--- src/rtl/ffsr_pulse_bank.sv ---
// ---------------------------------------------------------------------------
// ffsr_pulse_bank
//
// Purpose:
//   A bank of CHANNELS independent level registers. Each level lies in
//   0..INPUT_SIZE and is moved by increment/decrement strobes or replaced by
//   a binary parallel load. Each level is presented either as a one-hot pulse
//   code or as a thermometer code, selected at run time. An optional shared
//   leak timer removes one unit from every non-loading channel once every
//   LEAK_PERIOD enabled cycles, modelling membrane decay in the spiking
//   front end.
//
// Ports:
//   clk        rising-edge clock
//   rst        asynchronous, active-low reset
//   en         global enable; when low all state holds, leak timer included
//   mode       0 = pulse (one-hot), 1 = thermometer; registered before use
//   load       per-channel parallel-load strobe
//   init       per-channel binary load value, channel c at [c*LW +: LW]
//   inc        per-channel increment strobe
//   dec        per-channel decrement strobe
//   out        encoded code, channel c at [c*INPUT_SIZE +: INPUT_SIZE]
//   level      registered binary level, channel c at [c*LW +: LW]
//   full       level == INPUT_SIZE
//   empty      level == 0
//   leak_tick  high during the cycle in which a leak is applied
// ---------------------------------------------------------------------------
module ffsr_pulse_bank #(
    parameter int INPUT_SIZE  = 16,
    parameter int CHANNELS    = 4,
    parameter int LEAK_PERIOD = 0,
    parameter int LW          = $clog2(INPUT_SIZE + 1)
) (
    input  logic                           clk,
    input  logic                           rst,
    input  logic                           en,
    input  logic                           mode,
    input  logic [CHANNELS-1:0]            load,
    input  logic [CHANNELS*LW-1:0]         init,
    input  logic [CHANNELS-1:0]            inc,
    input  logic [CHANNELS-1:0]            dec,
    output logic [CHANNELS*INPUT_SIZE-1:0] out,
    output logic [CHANNELS*LW-1:0]         level,
    output logic [CHANNELS-1:0]            full,
    output logic [CHANNELS-1:0]            empty,
    output logic                           leak_tick
);

    // Signed working width: two guard bits so that level+1 and level-2 can
    // be represented without wrapping before the clamp is applied.
    localparam int SW = LW + 2;

    localparam logic        [LW-1:0] MAX_LVL = LW'(INPUT_SIZE);
    localparam logic signed [SW-1:0] MAX_S   = SW'(INPUT_SIZE);
    localparam logic signed [SW-1:0] ZERO_S  = '0;
    localparam logic signed [SW-1:0] ONE_S   = SW'(1);

    logic [LW-1:0]        level_q [CHANNELS];
    logic [LW-1:0]        level_d [CHANNELS];
    logic [LW-1:0]        init_c  [CHANNELS];
    logic signed [SW-1:0] sum     [CHANNELS];
    logic                 mode_q;
    logic                 mode_d;

    // Shared leak timer. When LEAK_PERIOD is 0 no counter exists at all and
    // the tick is tied low. The tick is gated by rst so that it reads 0
    // while reset is held even for a period of 1.
    generate
        if (LEAK_PERIOD > 0) begin : g_leak
            localparam int CW = (LEAK_PERIOD > 1) ? $clog2(LEAK_PERIOD) : 1;
            localparam logic [CW-1:0] LAST = CW'(LEAK_PERIOD - 1);

            logic [CW-1:0] leak_cnt_q;
            logic [CW-1:0] leak_cnt_d;

            // Count enabled cycles 0..LEAK_PERIOD-1 and wrap; hold when
            // the bank is disabled.
            always_comb begin
                leak_cnt_d = leak_cnt_q;
                if (en) begin
                    if (leak_cnt_q == LAST) begin
                        leak_cnt_d = '0;
                    end else begin
                        leak_cnt_d = leak_cnt_q + 1'b1;
                    end
                end
            end

            // Leak counter register.
            always_ff @(posedge clk or negedge rst) begin
                if (!rst) begin
                    leak_cnt_q <= '0;
                end else begin
                    leak_cnt_q <= leak_cnt_d;
                end
            end

            assign leak_tick = rst & en & (leak_cnt_q == LAST);
        end else begin : g_no_leak
            assign leak_tick = 1'b0;
        end
    endgenerate

    // Mode is resampled on every enabled edge, so a change on the mode pin
    // reaches the encoder one cycle later.
    always_comb begin
        mode_d = mode_q;
        if (en) begin
            mode_d = mode;
        end
    end

    // Next-level computation per channel. A load wins outright and
    // saturates out-of-range values to INPUT_SIZE. Otherwise the net delta
    // of inc, dec and the shared leak is added in signed arithmetic and
    // clamped to 0..INPUT_SIZE, so opposing strobes cancel and nothing
    // wraps at either end.
    always_comb begin
        for (int c = 0; c < CHANNELS; c++) begin
            init_c[c]  = init[c*LW +: LW];
            sum[c]     = $signed({2'b00, level_q[c]});
            level_d[c] = level_q[c];

            if (en) begin
                if (load[c]) begin
                    if (init_c[c] > MAX_LVL) begin
                        level_d[c] = MAX_LVL;
                    end else begin
                        level_d[c] = init_c[c];
                    end
                end else begin
                    if (inc[c]) begin
                        sum[c] = sum[c] + ONE_S;
                    end
                    if (dec[c]) begin
                        sum[c] = sum[c] - ONE_S;
                    end
                    if (leak_tick) begin
                        sum[c] = sum[c] - ONE_S;
                    end

                    if (sum[c] < ZERO_S) begin
                        level_d[c] = '0;
                    end else if (sum[c] > MAX_S) begin
                        level_d[c] = MAX_LVL;
                    end else begin
                        level_d[c] = sum[c][LW-1:0];
                    end
                end
            end
        end
    end

    // Level and mode registers; reset discards everything at once.
    always_ff @(posedge clk or negedge rst) begin
        if (!rst) begin
            mode_q <= 1'b0;
            for (int c = 0; c < CHANNELS; c++) begin
                level_q[c] <= '0;
            end
        end else begin
            mode_q <= mode_d;
            for (int c = 0; c < CHANNELS; c++) begin
                level_q[c] <= level_d[c];
            end
        end
    end

    // Output decode, purely from registered state. Bit b of a slice stands
    // for level b+1: pulse mode lights only the bit for the current level,
    // thermometer mode lights every bit at or below it. Level 0 is all
    // zeros in both modes.
    always_comb begin
        out   = '0;
        level = '0;
        full  = '0;
        empty = '0;
        for (int c = 0; c < CHANNELS; c++) begin
            level[c*LW +: LW] = level_q[c];
            full[c]           = (level_q[c] == MAX_LVL);
            empty[c]          = (level_q[c] == '0);
            for (int b = 0; b < INPUT_SIZE; b++) begin
                if (mode_q) begin
                    out[c*INPUT_SIZE + b] = (LW'(b) < level_q[c]);
                end else begin
                    out[c*INPUT_SIZE + b] = (level_q[c] == LW'(b + 1));
                end
            end
        end
    end

endmodule

--- config.mk ---
export PLATFORM = sky130hd
export DESIGN_NAME = ffsr_pulse_bank
export DESIGN_NICKNAME = d
export VERILOG_FILES = /design/src/rtl/ffsr_pulse_bank.sv
export SDC_FILE = /design/constraint.sdc
export NUM_CORES = 1
export LEC_CHECK = 0
export ABC_AREA = 1
export BUFFER_PORTS_ARGS = -buffer_cell sky130_fd_sc_hd__clkbuf_2
export CAP_MARGIN = 30
export CELL_PAD_IN_SITES_DETAIL_PLACEMENT = 1
export CELL_PAD_IN_SITES_GLOBAL_PLACEMENT = 1
export CORE_AREA = 2 2 114 116
export DETAILED_ROUTE_END_ITERATION = 10
export DIE_AREA = 0 0 116 118
export PLACE_DENSITY_LB_ADDON = 0.1
export SYNTH_ARGS = -nofsm -noshare
export SYNTH_HDL_FRONTEND = slang
export SYNTH_SLANG_ARGS = --single-unit
--- constraint.sdc ---
create_clock -name clk -period 3.78 [get_ports clk]
set_input_delay 0.378 -clock clk [delete_from_list [all_inputs] [get_ports clk]]
set_output_delay 0.378 -clock clk [all_outputs]
set_load 0.1 [all_outputs]
==> results of run 1 <==
## worst paths after layout
| check | end | slack (ns) | start | depth (start not counted) |
|---|---|---|---|---|
| worst max-delay path | out[40] | 0.95 | level[14]$_DFFE_PN0P_ | 10 |
| worst min-delay path | level[19]$_DFFE_PN0P_ | 0.11 | rst | 1 |
| worst max register to register | level[15]$_DFFE_PN0P_ | 1.31 | level[15]$_DFFE_PN0P_ | 11 |
| worst min register to register | level[10]$_DFFE_PN0P_ | 0.68 | level[10]$_DFFE_PN0P_ | 2 |
| max in group asynchronous | level[2]$_DFFE_PN0P_ | 3.29 | rst | 1 |
| min in group clk | mode_q$_DFFE_PN0P_ | 0.33 | mode | 3 |
## worst max-delay path: cells and delay by family, from the launching register on
kind                   cells  cell delay, ns
and+or+nand+nor            3            0.53
AOI/OAI and AO/OA          2            0.22
buffers and inverters      5            0.96
DFF                        1            0.49
## cells in the final DEF (no fill, tap or decap), types with 3 or more instances in the layout
master	n
a22oi_1	3
nand2_2	6
o22ai_1	5
nor4_1	3
a31oi_1	8
dfrtp_1	21
inv_1	106
nor2_1	108
a21oi_1	34
o21ai_1	20
xor2_1	5
nand3_1	48
nand4_1	15
o31ai_2	4
nand2_1	175
nor2_2	5
clkbuf_16	3
o21ai_0	26
nor3_1	6
clkbuf_2	127
o21ai_2	3
ha_1	17
## layer usage
| layer | up-vias | track usage | wire length [um] |
|---|---|---|---|
| met3 | 16 | 0.0242 | 556 |
| met2 | 115 | 0.367 | 6850 |
| met4 | 0 | 0.0268 | 165 |
| li1 | 2377 | - | - |
| met1 | 2189 | 0.247 | 5980 |
| met5 | - | 0 | 0 |
## registers in the layout, indices dropped and copies added (netlist names)
| signal | flops |
|---|---|
| level | 20 |
| mode_q | 1 |
## power by group
part / internal, mW / leakage (nW) / switching, mW
clock network: 0.144 / 0.0382 / 0.0825
logic: 0.311 / 2.20 / 1.60
registers: 0.255 / 0.249 / 0.0980
total: 0.710 / 2.48 / 1.79
## per-stage QoR
step,hold WS [ns],utilization
6_report,0.107,0.363
5_1_grt,0.151,0.363
3_5_place_dp,0.415,0.356
3_3_place_gp,0.402,0.356
4_1_cts,0.142,0.363
2_1_floorplan,0.0824,-
## cell type report
class	instances	share of cell area
multi-input cells	520	0.587
inverters	106	0.0883
flip-flops and latches	21	0.117
repair buffers	128	0.143
clock buffers	4	0.0175
well taps	172	0.0478
## cells by family after synthesis
| kind of cell | Yosys count |
|---|---|
| simple gates | 371 |
| buf+inv | 127 |
| compound gates | 123 |
| flops | 21 |
| fa+ha+maj | 17 |
| xor+xnor | 8 |
| other cells | 1 |
==> results.py, run 1 <==
metrics = {
    "outcome": {
        "status": "completed",
    },
    "worst_setup_path": {
        "cp_max_fo": 8,
        "critPathLaunchType": "flip-flop",
        "max_stage_delay_ns": 0.49,
        "critical-path-slowest-cell": "dfrtp_1",
        "crit_path_end_kind": "primary output",
        "crit_type": "reg2out",
        "crit_arrival_ns": 2.46,
        "required_ns": 3.40,
        "cp_common_cell": "inv_1",
        "timing.critical_path.cells": "inv_1 -> nand2_1 -> nor2_1 -> inv_1 -> nor2_1 -> inv_1 -> o21ai_0 -> o21ai_0 -> inv_1 -> clkbuf_2",
    },
    "die": {
        "dieArea_mm2": 0.0137,
        "rows": 41,
        "io_pins": 129,
        "core-area_mm2": 0.0124,
        "initial_core_util": 0.293,
        "fp.dieH_um": 118,
        "die_x_um": 116,
    },
    "synthesis": {
        "synth_warnings": 0,
        "synth_area_mm2": 0.00363,
        "postSynth.asyncResetShare": 1.00,
        "synth-edff-count": 0,
        "seq_area_frac_synth": 0.145,
        "synth_fp_nets": 721,
        "synth.top_cells.by_area": "nand2_1 (18%), dfrtp_1 (14%), nor2_1 (11%)",
        "synth_fa_ha_area_frac": 0.0585,
        "syn_inst": 668,
        "synth_top_area_frac": 0.181,
        "ys_types": 45,
        "synth_ff_type": "dfrtp_1",
        "yosys_register_bits": 21,
        "synth_compound_gate_area_share": 0.200,
        "synthMuxAreaShare": 0,
        "yosysTopAreaCell": "nand2_1",
        "ys_top_cells_by_count": "nand2_1 (175), nor2_1 (108), inv_1 (106), nand3_1 (48), o21ai_0 (46)",
        "synth.most_common_cell": "nand2_1",
        "synth_top_family_by_area": "simple AND/OR/NAND/NOR gates",
        "yosys.area_share.xor_xnor": 0.0255,
        "yosys.area_share.simple": 0.428,
        "syn_area_per_cell_um2": 5.44,
    },
    "detailed_routing": {
        "dr.pass1.iters": 4,
        "drcViolationCount": 0,
        "routedWlPerCell_um": 14.3,
        "drt_iter0_drc": 193,
        "wl_um": 13600,
        "num_vias": 4697,
        "via_per_inst": 4.94,
        "ant_nets": 0,
    },
    "sta": {
        "hold_viol": 0,
        "setup_viol": 0,
        "skew_ns": 0.000694,
        "setup_ws_ns": 0.947,
        "worst_slew_pin_slew_ns": 0.853,
        "period_needed_ns": 2.83,
        "post-route-period-util": 0.750,
        "slew_viol_final": 0,
        "grt_setup_unrepaired": "false",
        "fmax_mhz": 353,
        "slew-limit-headroom": 0.431,
        "finalSetupTns_ns": 0,
    },
    "pwr": {
        "power_mw": 2.50,
        "leakage_nw": 2.48,
        "cellPowerDensity_mw_per_mm2": 554,
        "vdd_ir_drop_max_uv": 269,
    },
    "placed_design": {
        "placed_cells": 947,
        "place.detailed.hpwl_um": 11100,
        "numPortBuffers": 127,
        "place_ws_ns": 1.21,
        "gp_congestion": 0.881,
        "post_dp_cell_area_mm2": 0.00443,
    },
    "clock_network": {
        "ctsResizeCount": 0,
        "tritoncts": "yes",
        "cts.clk_slew.worst_paths_ns": 0.06,
        "root_buffer": "clkbuf_16",
        "cts_setup_buffers": 0,
        "numCtsBuffers": 3,
        "cts.path.max_buffers": 2,
        "clock_sinks": 21,
        "cts-hold-fix-buffers": 0,
        "h-tree-depth": 1,
        "clock_latency_ns": 0.25,
    },
    "global_route": {
        "grt_max_degree": 31,
        "antenna_found_initial": 0,
        "track_usage": 0.198,
        "grt_pass1_wl_um": 22900,
        "grt_remaining_overflow": 0,
        "grt_pass1_vias": 4885,
    },
    "cells_and_area": {
        "drive_gt1_frac": 0.207,
        "diodes": 0,
        "fin_cells": 951,
        "fin_nets": 833,
        "area_delta_synth_final_pct": 24.0,
        "ff_latch_area_um2": 526,
        "fin_area_mm2": 0.00450,
        "fill_cells": 1777,
        "multi_input_area_mm2": 0.00264,
    },
    "job": {
        "drv_cap": 0,
    },
    "worst_hold_path": {
        "hold_path.class": "in2async",
    },
}
Power figures use the tool's default switching activity.
==> run 2: changes to the inputs <==
==> constraint.sdc (replaced) <==
create_clock -name clk -period 2.4 [get_ports clk]
set_input_delay 0.24 -clock clk [delete_from_list [all_inputs] [get_ports clk]]
set_output_delay 0.24 -clock clk [all_outputs]
set_load 0.1 [all_outputs]
==> run 2 against run 1 <==
Effect of this change:
- sequential power increased by 59%
- clock power is 62% higher
- cell area increased by 37%
- count of clock-buffer cells in the layout decreased by 1
- power rose by 97%
- critical path depth down 2
- via count rose by 4.6%
==> results.py, run 2 (synthesis gave the netlist of run 1 again) <==
metrics = {
    "outcome": {
        "status": "completed",
    },
    "worst_hold_path": {
        "min-delay-start": "mode",
        "holdPathStages": 3,
        "hold_end": "mode_q$_DFFE_PN0P_",
        "hold_path.class": "in2reg",
    },
    "placed_design": {
        "gp_congestion": 0.876,
        "numPortBuffers": 127,
        "place.detailed.hpwl_um": 12500,
        "post_dp_cell_area_mm2": 0.00602,
    },
    "global_route": {
        "track_usage": 0.217,
        "grt_remaining_overflow": 0,
        "grt_pass1_vias": 5024,
        "grt_pass1_wl_um": 24600,
        "grt_max_degree": 31,
        "antenna_found_initial": 0,
    },
    "worst_setup_path": {
        "required_ns": 2.16,
        "crit_arrival_ns": 2.05,
        "cp_max_fo": 11,
        "reg2reg_slack_ns": 0.13,
        "worst_r2r_path_depth": 13,
        "timing.rr.start": "level[10]$_DFFE_PN0P_",
        "crit_type": "reg2out",
        "rr_endpoint": "level[10]$_DFFE_PN0P_",
        "crit_path_end_kind": "primary output",
        "critPathLaunchType": "flip-flop",
    },
    "detailed_routing": {
        "num_vias": 4911,
        "drcViolationCount": 0,
        "routedWlPerCell_um": 15.5,
        "drt_iter0_drc": 128,
        "dr.pass1.iters": 4,
        "wl_um": 15000,
        "via_per_inst": 5.06,
        "ant_nets": 0,
    },
    "pwr": {
        "cellPowerDensity_mw_per_mm2": 798,
        "vdd_ir_drop_max_uv": 346,
        "leakage_nw": 2.91,
    },
    "clock_network": {
        "tritoncts": "yes",
        "clock_sinks": 21,
        "root_buffer": "clkbuf_16",
        "numCtsBuffers": 3,
        "cts.path.max_buffers": 2,
        "clock_latency_ns": 0.26,
        "h-tree-depth": 1,
        "cts.clk_slew.worst_paths_ns": 0.06,
    },
    "sta": {
        "setup_viol": 0,
        "skew_ns": 0.00218,
        "hold_viol": 0,
        "period_needed_ns": 2.29,
        "post-route-period-util": 0.954,
        "slew_viol_final": 0,
        "slew-limit-headroom": 0.604,
        "worst_slew_pin_slew_ns": 0.594,
        "fmax_mhz": 437,
        "finalSetupTns_ns": 0,
    },
    "die": {
        "initial_core_util": 0.293,
        "io_pins": 129,
        "die_x_um": 116,
        "fp.dieH_um": 118,
        "core-area_mm2": 0.0124,
        "dieArea_mm2": 0.0137,
        "rows": 41,
    },
    "cells_and_area": {
        "diodes": 0,
        "post-route-util": 0.497,
        "drive_gt1_frac": 0.333,
        "area_delta_synth_final_pct": 69.8,
        "fin_area_mm2": 0.00617,
        "most-common-layout-cells": "nand2_1 (174), inv_1 (100), nor2_1 (94)",
        "largest_reg_flops": 20,
        "fin_nets": 853,
        "final_common_cell": "nand2_1",
    },
    "job": {
        "drv_cap": 0,
    },
}
-- run 2: cell types whose count changed in the layout (fill, tap and decap cells not counted), moves of 11 or more --
cell and change:
dfrtp_1 -20, nor2_2 +11, o21ai_1 -20, nor2_1 -14, buf_4 +22, o21ai_2 +15
buf_12 +64, dfrtp_4 +11, clkbuf_2 -67
-- run 2: layout make-up --
class | instances | area [um^2]
clock inverters | 1 | 5.00
flip-flops and latches | 21 | 578
fillers | 1614 | 6240
inverters | 106 | 409
repair buffers | 148 | 1760
multi-input cells | 520 | 3120
well taps | 172 | 215
clock buffers | 3 | 75.1
-- run 2: worst max-delay path by stage --
stage                           from                     to  slack, ns
3_3_place_gp    level[1]$_DFFE_PN0P_   level[3]$_DFFE_PN0P_       0.23
4_1_cts         level[3]$_DFFE_PN0P_                 out[8]       0.03
3_5_place_dp    level[1]$_DFFE_PN0P_   level[3]$_DFFE_PN0P_       0.06
6_report        level[4]$_DFFE_PN0P_                 out[8]       0.11
5_1_grt        level[10]$_DFFE_PN0P_  level[11]$_DFFE_PN0P_      -0.02
2_1_floorplan   level[0]$_DFFE_PN0P_                 out[6]      -0.45
-- run 2: what timing repair did --
item,in CTS,in global routing
endpoints found under the setup margin,0,10
buffers inserted,0,5
hold buffers,1,0
endpoints found under the hold margin,21,0
gates resized for setup,0,9
-- run 2: where the power goes --
part	total (mW)	switching, mW	internal, mW	leakage, nW
sequential	0.560	0.134	0.426	0.229
combinational	4.00	2.84	1.16	2.64
clock	0.365	0.140	0.224	0.0409
total	4.93	3.11	1.81	2.91
-- run 2: per-layer routing --
metal	up-vias	track usage	routed length [um]
met5	-	0	0
met2	100	0.411	7970
met1	2369	0.264	6410
met3	12	0.0206	495
met4	0	0.0365	157
li1	2430	-	-
-- run 2: through the flow --
stage	hold WS, ns	total power [mW]	worst slack (ns)	cells
after floorplan	-0.0556	3.31	-0.451	668
after global placement	0.263	4.48	0.230	961
after detailed placement	0.260	4.55	0.0608	961
after CTS	0.187	4.92	0.0279	966
after global routing	0.216	5.15	-0.0161	971
final	0.185	4.93	0.112	971
-- run 2: worst max-delay path, cell delays in order, from the launching register on --
cell and delay, ns:
dfrtp_4 0.55, nor2_1 0.12, inv_1 0.10, nor2_2 0.20, inv_1 0.13, nor2_2 0.17
a221o_1 0.23, clkinvlp_4 0.11, buf_12 0.17
